`src/rtl/fc_pkg.sv`:
```
// Shared types for the fully-connected layer scheduler: FSM states,
// weight-port owner encoding and the default weight address width.
package fc_pkg;

    localparam int ADDR_W_DEF = 15;

    typedef enum logic {
        ST_IDLE = 1'b0,
        ST_RUN  = 1'b1
    } state_t;

    typedef enum logic {
        OWN_L1 = 1'b0,
        OWN_L2 = 1'b1
    } owner_t;

endpackage

```
`src/rtl/fc_layer_sched_rr_arb2.sv`:
```
// Two-way round-robin arbiter: combinational grant, registered priority
// that flips to the other requester after every grant.
module rr_arb2
    import fc_pkg::*;
(
    input  logic   clk,
    input  logic   rst,
    input  logic   req1,
    input  logic   req2,
    output logic   gnt1,
    output logic   gnt2,
    output owner_t owner
);

    owner_t prio;

    assign gnt1  = req1 && (!req2 || prio == OWN_L1);
    assign gnt2  = req2 && !gnt1;
    assign owner = gnt2 ? OWN_L2 : OWN_L1;

    always_ff @(posedge clk) begin
        if (rst) begin
            prio <= OWN_L1;
        end else if (gnt1) begin
            prio <= OWN_L2;
        end else if (gnt2) begin
            prio <= OWN_L1;
        end
    end

endmodule

```
`src/rtl/fc_layer_sched.sv`:
```
// Two-layer FC frame scheduler with hand-off slot and shared weight port.
// Optional per-layer watchdog: define FC_LAYER_SCHED_WATCHDOG_EN.
module fc_layer_sched
    import fc_pkg::*;
#(
    parameter int ADDR_W      = ADDR_W_DEF,
    parameter int RD_LAT      = 1,
    parameter int TIMEOUT_CYC = 65535
) (
    input  logic              clk,
    input  logic              rst,
    input  logic              start,
    input  logic              mode_in,
    output logic              start_rdy,
    output logic              fc1_start,
    output logic              fc1_mode,
    input  logic              fc1_done,
    output logic              fc2_start,
    output logic              fc2_mode,
    input  logic              fc2_done,
    input  logic              req1,
    input  logic [ADDR_W-1:0] addr1,
    output logic              gnt1,
    input  logic              req2,
    input  logic [ADDR_W-1:0] addr2,
    output logic              gnt2,
    output logic              w_en,
    output logic [ADDR_W-1:0] w_addr,
    output logic              rd_vld,
    output logic              rd_owner,
    output logic              frame_done,
    output logic              err
);

    if (RD_LAT < 1 || RD_LAT > 3 || TIMEOUT_CYC < 2) begin : g_bad_cfg
        $error("fc_layer_sched: RD_LAT must be 1..3, TIMEOUT_CYC >= 2");
    end

    state_t l1_st;
    state_t l2_st;
    logic   hv;
    logic   hmode;
    logic   fc2_mode_q;
    logic   l1_to;
    logic   l2_to;

    assign start_rdy = (l1_st == ST_IDLE) && !hv;
    // Slot is drained in the very cycle it is seen, so fc2 launch is combinational
    assign fc2_start = hv && (l2_st == ST_IDLE);
    assign fc2_mode  = fc2_start ? hmode : fc2_mode_q;

`ifdef FC_LAYER_SCHED_WATCHDOG_EN
    localparam int CW = $clog2(TIMEOUT_CYC + 1);

    logic [CW-1:0] l1_cnt;
    logic [CW-1:0] l2_cnt;
    logic          err_q;

    assign l1_to = (l1_st == ST_RUN) && !fc1_done
                && (l1_cnt == CW'(TIMEOUT_CYC - 1));
    assign l2_to = (l2_st == ST_RUN) && !fc2_done
                && (l2_cnt == CW'(TIMEOUT_CYC - 1));
    assign err   = err_q;

    always_ff @(posedge clk) begin
        if (rst) begin
            l1_cnt <= '0;
            l2_cnt <= '0;
            err_q  <= 1'b0;
        end else begin
            l1_cnt <= (l1_st == ST_RUN) ? l1_cnt + 1'b1 : '0;
            l2_cnt <= (l2_st == ST_RUN) ? l2_cnt + 1'b1 : '0;
            if (l1_to || l2_to) begin
                err_q <= 1'b1;
            end
        end
    end
`else
    assign l1_to = 1'b0;
    assign l2_to = 1'b0;
    assign err   = 1'b0;
`endif

    always_ff @(posedge clk) begin
        if (rst) begin
            l1_st     <= ST_IDLE;
            fc1_start <= 1'b0;
            fc1_mode  <= 1'b0;
        end else begin
            fc1_start <= 1'b0;
            case (l1_st)
                ST_IDLE: begin
                    if (start && start_rdy) begin
                        l1_st     <= ST_RUN;
                        fc1_start <= 1'b1;
                        fc1_mode  <= mode_in;
                    end
                end
                ST_RUN: begin
                    if (fc1_done || l1_to) begin
                        l1_st <= ST_IDLE;
                    end
                end
                default: l1_st <= ST_IDLE;
            endcase
        end
    end

    // A fill wins over a drain in the same cycle, so no frame is lost
    always_ff @(posedge clk) begin
        if (rst) begin
            hv    <= 1'b0;
            hmode <= 1'b0;
        end else if ((l1_st == ST_RUN) && fc1_done) begin
            hv    <= 1'b1;
            hmode <= fc1_mode;
        end else if (fc2_start) begin
            hv    <= 1'b0;
        end
    end

    always_ff @(posedge clk) begin
        if (rst) begin
            l2_st      <= ST_IDLE;
            fc2_mode_q <= 1'b0;
            frame_done <= 1'b0;
        end else begin
            frame_done <= 1'b0;
            case (l2_st)
                ST_IDLE: begin
                    if (hv) begin
                        l2_st      <= ST_RUN;
                        fc2_mode_q <= hmode;
                    end
                end
                ST_RUN: begin
                    if (fc2_done) begin
                        l2_st      <= ST_IDLE;
                        frame_done <= 1'b1;
                    end else if (l2_to) begin
                        l2_st      <= ST_IDLE;
                    end
                end
                default: l2_st <= ST_IDLE;
            endcase
        end
    end

    owner_t gnt_own;
    logic   w_own;

    rr_arb2 u_arb (
        .clk   (clk),
        .rst   (rst),
        .req1  (req1),
        .req2  (req2),
        .gnt1  (gnt1),
        .gnt2  (gnt2),
        .owner (gnt_own)
    );

    always_ff @(posedge clk) begin
        if (rst) begin
            w_en   <= 1'b0;
            w_addr <= '0;
            w_own  <= 1'b0;
        end else begin
            w_en  <= gnt1 || gnt2;
            w_own <= gnt_own;
            if (gnt1) begin
                w_addr <= addr1;
            end else if (gnt2) begin
                w_addr <= addr2;
            end
        end
    end

    logic [RD_LAT-1:0] vld_sr;
    logic [RD_LAT-1:0] own_sr;

    always_ff @(posedge clk) begin
        if (rst) begin
            vld_sr <= '0;
            own_sr <= '0;
        end else begin
            vld_sr[0] <= w_en;
            own_sr[0] <= w_own;
            for (int i = 1; i < RD_LAT; i++) begin
                vld_sr[i] <= vld_sr[i-1];
                own_sr[i] <= own_sr[i-1];
            end
        end
    end

    assign rd_vld   = vld_sr[RD_LAT-1];
    assign rd_owner = own_sr[RD_LAT-1];

endmodule

```
`config.mk`:
```
export PLATFORM = sky130hd
export DESIGN_NAME = fc_layer_sched
export DESIGN_NICKNAME = d
export VERILOG_FILES = /design/src/rtl/fc_pkg.sv /design/src/rtl/fc_layer_sched_rr_arb2.sv /design/src/rtl/fc_layer_sched.sv
export SDC_FILE = /design/constraint.sdc
export NUM_CORES = 1
export LEC_CHECK = 0
export CORE_ASPECT_RATIO = 1.75
export CORE_MARGIN = 5
export CORE_UTILIZATION = 31
export CTS_CLUSTER_SIZE = 30
export DETAILED_ROUTE_END_ITERATION = 10
export PLACE_DENSITY = 0.66
export SETUP_SLACK_MARGIN = 0.4
export SLEW_MARGIN = 40
export SYNTH_ARGS = -nofsm -noshare
export SYNTH_HDL_FRONTEND = slang
export SYNTH_HIERARCHICAL = 1
export SYNTH_SLANG_ARGS = --single-unit
```
`constraint.sdc`:
```
create_clock -name clk -period 2.2 [get_ports clk]
set_input_delay 0.44 -clock clk [delete_from_list [all_inputs] [get_ports clk]]
set_output_delay 0.44 -clock clk [all_outputs]
set_load 0.02 [all_outputs]
```
==> reports/results.ini, run 1 <==
[synth]
ys_seq_elements = 28
seq_area_frac_synth = 0.4628
synth_cell_type_count = 25
synth_nets = 167
synth_warnings = 6
synthCells = 129
synth_area_um2 = 1211
syn_area_per_cell_um2 = 9.389

[die]
num_rows = 30
io_pins = 65
fp.dieW_um = 57.25
start_util = 0.3163
fp.coreArea_um2 = 3829
dieHeight_um = 92.69
die-area_um2 = 5306

[place]
gp_congestion = 0.6749
portBuffers = 63
dpl_cell_area_um2 = 1849
dpl.hpwl_um = 2334

[route]
route.met3.wl_um = 243
ant_nets = 0
wl_met2_um = 1700
viasPerCell = 4.460
dr.pass1.iters = 3
first_iter_violations = 15
top_layer = met3
vias = 1057
wl_per_cell_um = 12.47
m1WireLength_um = 1012
drcViolationCount = 0
routed_wirelength_um = 2956

[cts]
cts_max_level = 1
clkTransAtPathRegs_ns = 0.08
postCtsSetupRepairBufs = 0
clk_latency_ns = 0.26
cts-root-buf = clkbuf_8
cts_buffer_depth = 2
tritoncts = done
cts_num_sinks = 28
cts_buffers = 3

[sta]
finalHoldViolations = 0
rsz0062_at_grt = false
min_period_ns = 1.739
max_freq_mhz = 575.1
period_share = 0.7904
timing_max_transition_violations_final = 0
skew_ns = 0.005566
finalSetupViolCount = 0

[layout]
layout_common_cells = clkdlybuf4s50_1, dfxtp_1, nand2_1
final_common_cell = clkdlybuf4s50_1
nets = 229
largest_reg_flops = 15
antenna_cells = 0
layout-drive-gt1-share = 0.07937
stdcell_area_um2 = 1886
area_growth_pct = 55.68
top_register = w_addr

[global_route]
grt_max_degree = 32
overflow = 0
grt_pass1_vias = 1111
antenna_found_initial = 0
grtUsageTotal = 0.1104
grt_first_pass_wirelength_um = 4774

[worst_setup_path]
path_delay_family = buffers and inverters
crit_fanout = 3
crit_cells = 3
required_ns = 1.76
reg2reg_depth = 6
critPathMaxStageDelay_ns = 0.51
path_cells = clkdlybuf4s50_1 -> and2_1 -> buf_2
worstPathArrival_ns = 1.30
slowest_stage = clkdlybuf4s50_1
crit_path_end_kind = output port
startpoint_type = input pin
cp_num_buf_inv = 2
path_class = input pin to output port

[pwr]
powerDensity_nw_per_um2 = 578.2
finalPower_mw = 1.090
peakVddDrop_mv = 0.4112
leakage_nw = 0.7646

[worst_hold_path]
hold_path_class = flop to flop
holdPathStages = 1

[flow_run]
max_cap_violations = 0

[run_status]
status = finished clean

worst reg2reg max path: cells and delay by family, from the launching register on:
kind	cells	cell delay [ns]
AOI/OAI and AO/OA	1	0.07
buffers and inverters	1	0.24
DFF	1	0.38
muxes	1	0.23
and+or+nand+nor	3	0.45
cells in the mapped netlist:
cell | count | share of area
a21boi_0 | 1 | 0.0062
a21oi_1 | 6 | 0.025
and2_1 | 1 | 0.0052
and2b_1 | 7 | 0.043
and3b_1 | 1 | 0.0072
buf_12 | 1 | 0.017
buf_2 | 2 | 0.0083
buf_4 | 2 | 0.012
buf_6 | 1 | 0.0093
buf_8 | 1 | 0.012
clkbuf_1 | 2 | 0.0062
conb_1 | 1 | 0.0031
dfxtp_1 | 28 | 0.46
inv_1 | 1 | 0.0031
mux2_4 | 1 | 0.012
mux2i_1 | 15 | 0.12
nand2_1 | 19 | 0.059
nand2b_1 | 4 | 0.021
nand2b_4 | 1 | 0.011
nand3_1 | 2 | 0.0083
nor2_1 | 4 | 0.012
nor2b_1 | 12 | 0.062
o21ai_0 | 6 | 0.025
o21ai_1 | 9 | 0.037
or3b_1 | 1 | 0.0072
cell families (layout without fill, tap and decap cells):
family | after synthesis | after routing | synth area share
muxes | 16 | 16 | 0.1364
other | 1 | 1 | 0.003096
DFF | 28 | 28 | 0.4628
and+or+nand+nor | 52 | 52 | 0.2366
AOI/OAI and AO/OA | 22 | 22 | 0.09298
buffers and inverters | 10 | 70 | 0.06817
metrics by stage:
step	util	TNS [ns]	setup slack (ns)	cells	hold slack, ns
after global routing	0.4925	0	0.4056	237	0.4557
after floorplan	-	0	0.6106	129	0.4138
after global placement	0.4830	-0.001430	-0.001430	234	0.4189
final	0.4925	0	0.4612	237	0.4423
after detailed placement	0.4830	-0.07242	-0.07139	234	0.4239
after CTS	0.4948	0	0.3908	237	0.4448
layout make-up:
cell class / instances / area [µm²]
Inverter: 1 / 3.754
Tap cell: 48 / 60.06
Clock buffer: 3 / 41.29
Fill cell: 408 / 1943
Sequential cell: 28 / 563.0
Multi-Input combinational cell: 91 / 579.3
Timing Repair Buffer: 66 / 638.1
what timing repair did:
action,CTS,global route
endpoints found under the setup margin,5,6
hold buffers,0,0
gates resized for setup,16,3
layer usage:
metal,track usage,vias up
li1,-,537
met4,0.02321,0
met5,0,-
met1,0.1027,483
met2,0.2223,37
met3,0.03626,0
power by group:
part / internal, mW / switching, mW / leakage [nW]
registers: 0.538 / 0.0163 / 0.231
logic: 0.155 / 0.117 / 0.512
clock network: 0.122 / 0.142 / 0.0216
path summary, 6_finish.rpt:
| path | from | slack, ns | end |
|---|---|---|---|
| worst max-delay path | req2 | 0.46 | gnt2 |
| worst min register to register | w_own | 0.44 | rd_owner |
| worst max register to register | u_arb/prio | 0.74 | w_addr[5] |
| worst min-delay path | w_own | 0.44 | rd_owner |
(Power assumes the default switching activity.)
==> run 2: changes to the inputs <==
Clock period 2.2 ns to 1.7 ns, I/O delays scaled along.
==> reports/results.ini, run 2 (synthesis results as in run 1) <==
[place]
portBuffers = 63
dp.cells = 237
post-place-ws_ns = -0.3148
dpl.hpwl_um = 2340
gp_congestion = 0.6948

[sta]
skew_ns = 0.003870
max_freq_mhz = 656.7
period_share = 0.8957
finalHoldViolations = 0
min_period_ns = 1.523
finalSetupViolCount = 0
worst_slack_ns = 0.1773
rsz0062_at_grt = true
timing_max_transition_violations_final = 0

[worst_setup_path]
path_class = flop to output port
critPathMaxStageDelay_ns = 0.33
timing.rr.start = u_arb/prio
path_cells = nand2b_4 -> mux2_4 -> buf_6
crit_fanout = 2
worstPathArrival_ns = 1.18
path_delay_family = flip-flops
slowest_stage = dfxtp_2
cp_num_buf_inv = 1
r2r_setup_slack_ns = 0.35
startpoint_type = flop
crit_path_end_kind = output port
reg2reg_depth = 6
r2r_end = w_addr[12]
required_ns = 1.36

[layout]
layout-drive-gt1-share = 0.2139
fillers = 381
layout_common_cells = clkdlybuf4s50_1, dfxtp_1, nand2_1
area_growth_pct = 70.97
layoutNonFillerInstCount = 249
antenna_cells = 0
top_register = w_addr
largest_reg_flops = 15
final_common_cell = clkdlybuf4s50_1
multi_input_area_um2 = 599.3
nets = 240
seq_area_um2 = 564.3

[die]
die-area_um2 = 5306
io_pins = 65
num_rows = 30
dieHeight_um = 92.69
start_util = 0.3163
fp.coreArea_um2 = 3829
fp.dieW_um = 57.25

[global_route]
grtUsageTotal = 0.1261
grt_max_degree = 32
grt_first_pass_wirelength_um = 5409
antenna_found_initial = 0
grt_pass1_vias = 1196
overflow = 0

[cts]
cts_num_sinks = 28
cts_buffers = 3
cts_max_level = 1
clk_latency_ns = 0.27
tritoncts = done
cts-root-buf = clkbuf_8
clkTransAtPathRegs_ns = 0.10
cts_buffer_depth = 2

[pwr]
peakVddDrop_mv = 0.4683
powerDensity_nw_per_um2 = 793.8
leakage_nw = 0.8971

[worst_hold_path]
min_to = rd_owner
hold_path_class = flop to flop
min_from = w_own
holdPathStages = 1

[flow_run]
max_cap_violations = 0

[route]
routed_wirelength_um = 3249
drcViolationCount = 0
first_iter_violations = 6
dr.pass1.iters = 4
ant_nets = 0
wl_per_cell_um = 13.05
viasPerCell = 4.361
vias = 1086

[run_status]
status = finished clean

## run 2: changes by cell type in the layout (fill, tap and decap cells not counted), sizes merged
cell / previous run / this run
buf: 6 / 19
clkbuf: 3 / 12
bufinv: 0 / 1
clkdlybuf4s15: 0 / 10
dlygate4sd2: 3 / 4
clkdlybuf4s50: 57 / 35
## run 2: power by group
group	internal [mW]	switching [mW]	total (mW)
registers	0.696	0.0210	0.717
logic	0.229	0.168	0.398
clock network	0.315	0.214	0.529
total	1.24	0.403	1.64
## run 2: cell type report
cell class                      instances  share of cell area
Inverter                                1            0.003021
Clock buffer                            3             0.01994
Multi-Input combinational cell         91              0.2894
Clock inverter                          1             0.01450
Tap cell                               48             0.02900
Sequential cell                        28              0.2725
Timing Repair Buffer                   77              0.3716
## run 2: stage by stage
step                power, mW  area [µm²]  hold slack [ns]  utilization  TNS (ns)
finish                  1.644        2071           0.4430       0.5409         0
global route            1.720        2071           0.4670       0.5409         0
CTS                     1.650        2042           0.4494       0.5333         0
detailed placement      1.103        1888           0.4248       0.4931    -3.561
global placement        1.095        1888           0.4182       0.4931    -2.857
floorplan              0.9186        1219           0.4017            -         0
## run 2: repair_timing
action,in CTS,in global routing
setup endpoints to repair,42,35
pin swaps,1,3
gates resized for setup,76,29
buffers inserted,4,2
hold buffers,0,0
gates cloned,1,1
## run 2: how the worst max path moves through the flow
stage	from	end	slack [ns]	cells after the start
6_report	l2_st	fc2_mode	0.18	3
3_5_place_dp	req1	gnt1	-0.31	3
5_1_grt	l2_st	fc2_mode	0.15	3
4_1_cts	l2_st	fc2_mode	0.16	3
3_3_place_gp	req1	gnt1	-0.31	3
2_1_floorplan	u_arb/prio	w_addr[10]	0.33	7
## run 2: per-layer routing
layer | part of all wire | up-vias | track usage | wire length (µm)
li1 | - | 564 | - | -
met1 | 0.36 | 483 | 0.1255 | 1168
met2 | 0.57 | 37 | 0.2462 | 1842
met3 | 0.069 | 2 | 0.03347 | 223
met4 | 0.0043 | 0 | 0.03482 | 14
met5 | 0 | - | 0 | 0
==> run 3: changes to the inputs <==
Settings changed: CORE_UTILIZATION 31 to 38, PLACE_DENSITY 0.66 to 0.78.
==> reports/results.ini, run 3 (synthesis results as in run 1) <==
[layout]
stdcell_area_um2 = 2004
layout-drive-gt1-share = 0.1869
antenna_cells = 0
area_growth_pct = 65.50
layout_common_cells = clkdlybuf4s50_1, dfxtp_1, nand2_1
seq_area_um2 = 566.8
layoutNonFillerInstCount = 241
top_register = w_addr
multi_input_area_um2 = 596.8
largest_reg_flops = 15
fillers = 297
fin_util = 0.6449
final_common_cell = clkdlybuf4s50_1
nets = 237

[worst_setup_path]
r2r_setup_slack_ns = 0.36
path_class = flop to output port
path_cells = nand2b_4 -> mux2_4 -> buf_6
crit_path_end_kind = output port
worstPathArrival_ns = 1.17
reg2reg_depth = 6
critPathMaxStageDelay_ns = 0.33
slowest_stage = dfxtp_2
required_ns = 1.36
timing.rr.start = u_arb/prio
crit_fanout = 2
r2r_end = w_addr[5]
startpoint_type = flop

[cts]
cts_num_sinks = 28
cts_buffers = 3
cts_buffer_depth = 2
tritoncts = done
cts_max_level = 1
cts-root-buf = clkbuf_8
clk_latency_ns = 0.27
ctsHoldBuffers = 0
clkTransAtPathRegs_ns = 0.09

[global_route]
grt_max_degree = 32
antenna_found_initial = 0
grtUsageTotal = 0.1473
overflow = 0
grt_pass1_vias = 1112
grt_first_pass_wirelength_um = 5140

[route]
dr.pass1.iters = 3
viasPerCell = 4.535
routed_wirelength_um = 3291
drcViolationCount = 0
wl_per_cell_um = 13.66
first_iter_violations = 18
vias = 1093
ant_nets = 0

[pwr]
swShare = 0.2565
intPower_mw = 1.118
leakage_nw = 0.8672
finalPower_mw = 1.503
p_comb_frac = 0.255
peakVddDrop_mv = 0.5890
clkPwrFrac = 0.268
seqPwrFrac = 0.477
p_sw_mw = 0.3855
powerDensity_nw_per_um2 = 749.9

[die]
fp.dieW_um = 52.68
fp.coreArea_um2 = 3108
io_pins = 65
start_util = 0.3897
die-area_um2 = 4461
dieHeight_um = 84.69
num_rows = 27

[sta]
worst_slack_ns = 0.1852
max_freq_mhz = 660.1
skew_ns = 0.003984
finalSetupViolCount = 0
finalHoldViolations = 0
min_period_ns = 1.515
rsz0062_at_grt = true
timing_max_transition_violations_final = 0
period_share = 0.8911

[place]
dp.cells = 233
post-place-ws_ns = -0.3449
portBuffers = 63
gp_congestion = 0.6748
dpl.hpwl_um = 2362
dpl_cell_area_um2 = 1877

[worst_hold_path]
min_to = rd_owner
holdPathStages = 1
min_from = w_own
hold_path_class = flop to flop

[flow_run]
max_cap_violations = 0

[run_status]
status = finished clean

[run 3: cell type report]
cell class,count,area share
Timing Repair Buffer,74,0.3633
Multi-Input combinational cell,91,0.2978
Sequential cell,28,0.2828
Clock buffer,4,0.02747
Tap cell,43,0.02684
Inverter,1,0.001873
[run 3: how the worst max path moves through the flow]
stage | from | to | slack [ns] | cells past startpoint
after floorplan | u_arb/prio | w_addr[10] | 0.33 | 7
after global placement | req1 | gnt1 | -0.30 | 3
after detailed placement | req1 | gnt1 | -0.34 | 3
after CTS | l2_st | fc2_mode | 0.13 | 3
after global routing | l2_st | fc2_mode | 0.15 | 3
final | l2_st | fc2_mode | 0.19 | 3
[run 3: power by group through the flow]
| stage | logic [mW] | registers (mW) | clock network, mW |
|---|---|---|---|
| finish | 0.384 | 0.717 | 0.403 |
| global route | 0.413 | 0.723 | 0.443 |
| CTS | 0.375 | 0.716 | 0.421 |
| detailed placement | 0.368 | 0.732 | 0 |
| global placement | 0.361 | 0.729 | 0 |
| floorplan | 0.148 | 0.771 | 0 |
[run 3: per-layer routing]
metal	track usage	vias up	wire, µm
li1	-	558	-
met1	0.1604	494	1233
met2	0.2783	39	1810
met3	0.03197	2	218
met4	0.02791	0	29
met5	0	-	0
[run 3: what timing repair did]
item	4_1_cts	5_1_grt
setup endpoints to repair	42	35
pin swaps	1	3
setup buffers	3	0
resized for setup	65	34
gates cloned	1	0
[run 3: critical path, delay by kind of cell, from the launching register on]
family	cells	cell delay, ns
buffers and inverters	1	0.13
and+or+nand+nor	1	0.14
muxes	1	0.31
DFF	1	0.33
[run 3: metrics by stage]
stage                     hold WS, ns  TNS [ns]
after floorplan                0.4017         0
after global placement         0.4185    -2.736
after detailed placement       0.4292    -3.567
after CTS                      0.4513         0
after global routing           0.4687         0
final                          0.4459         0
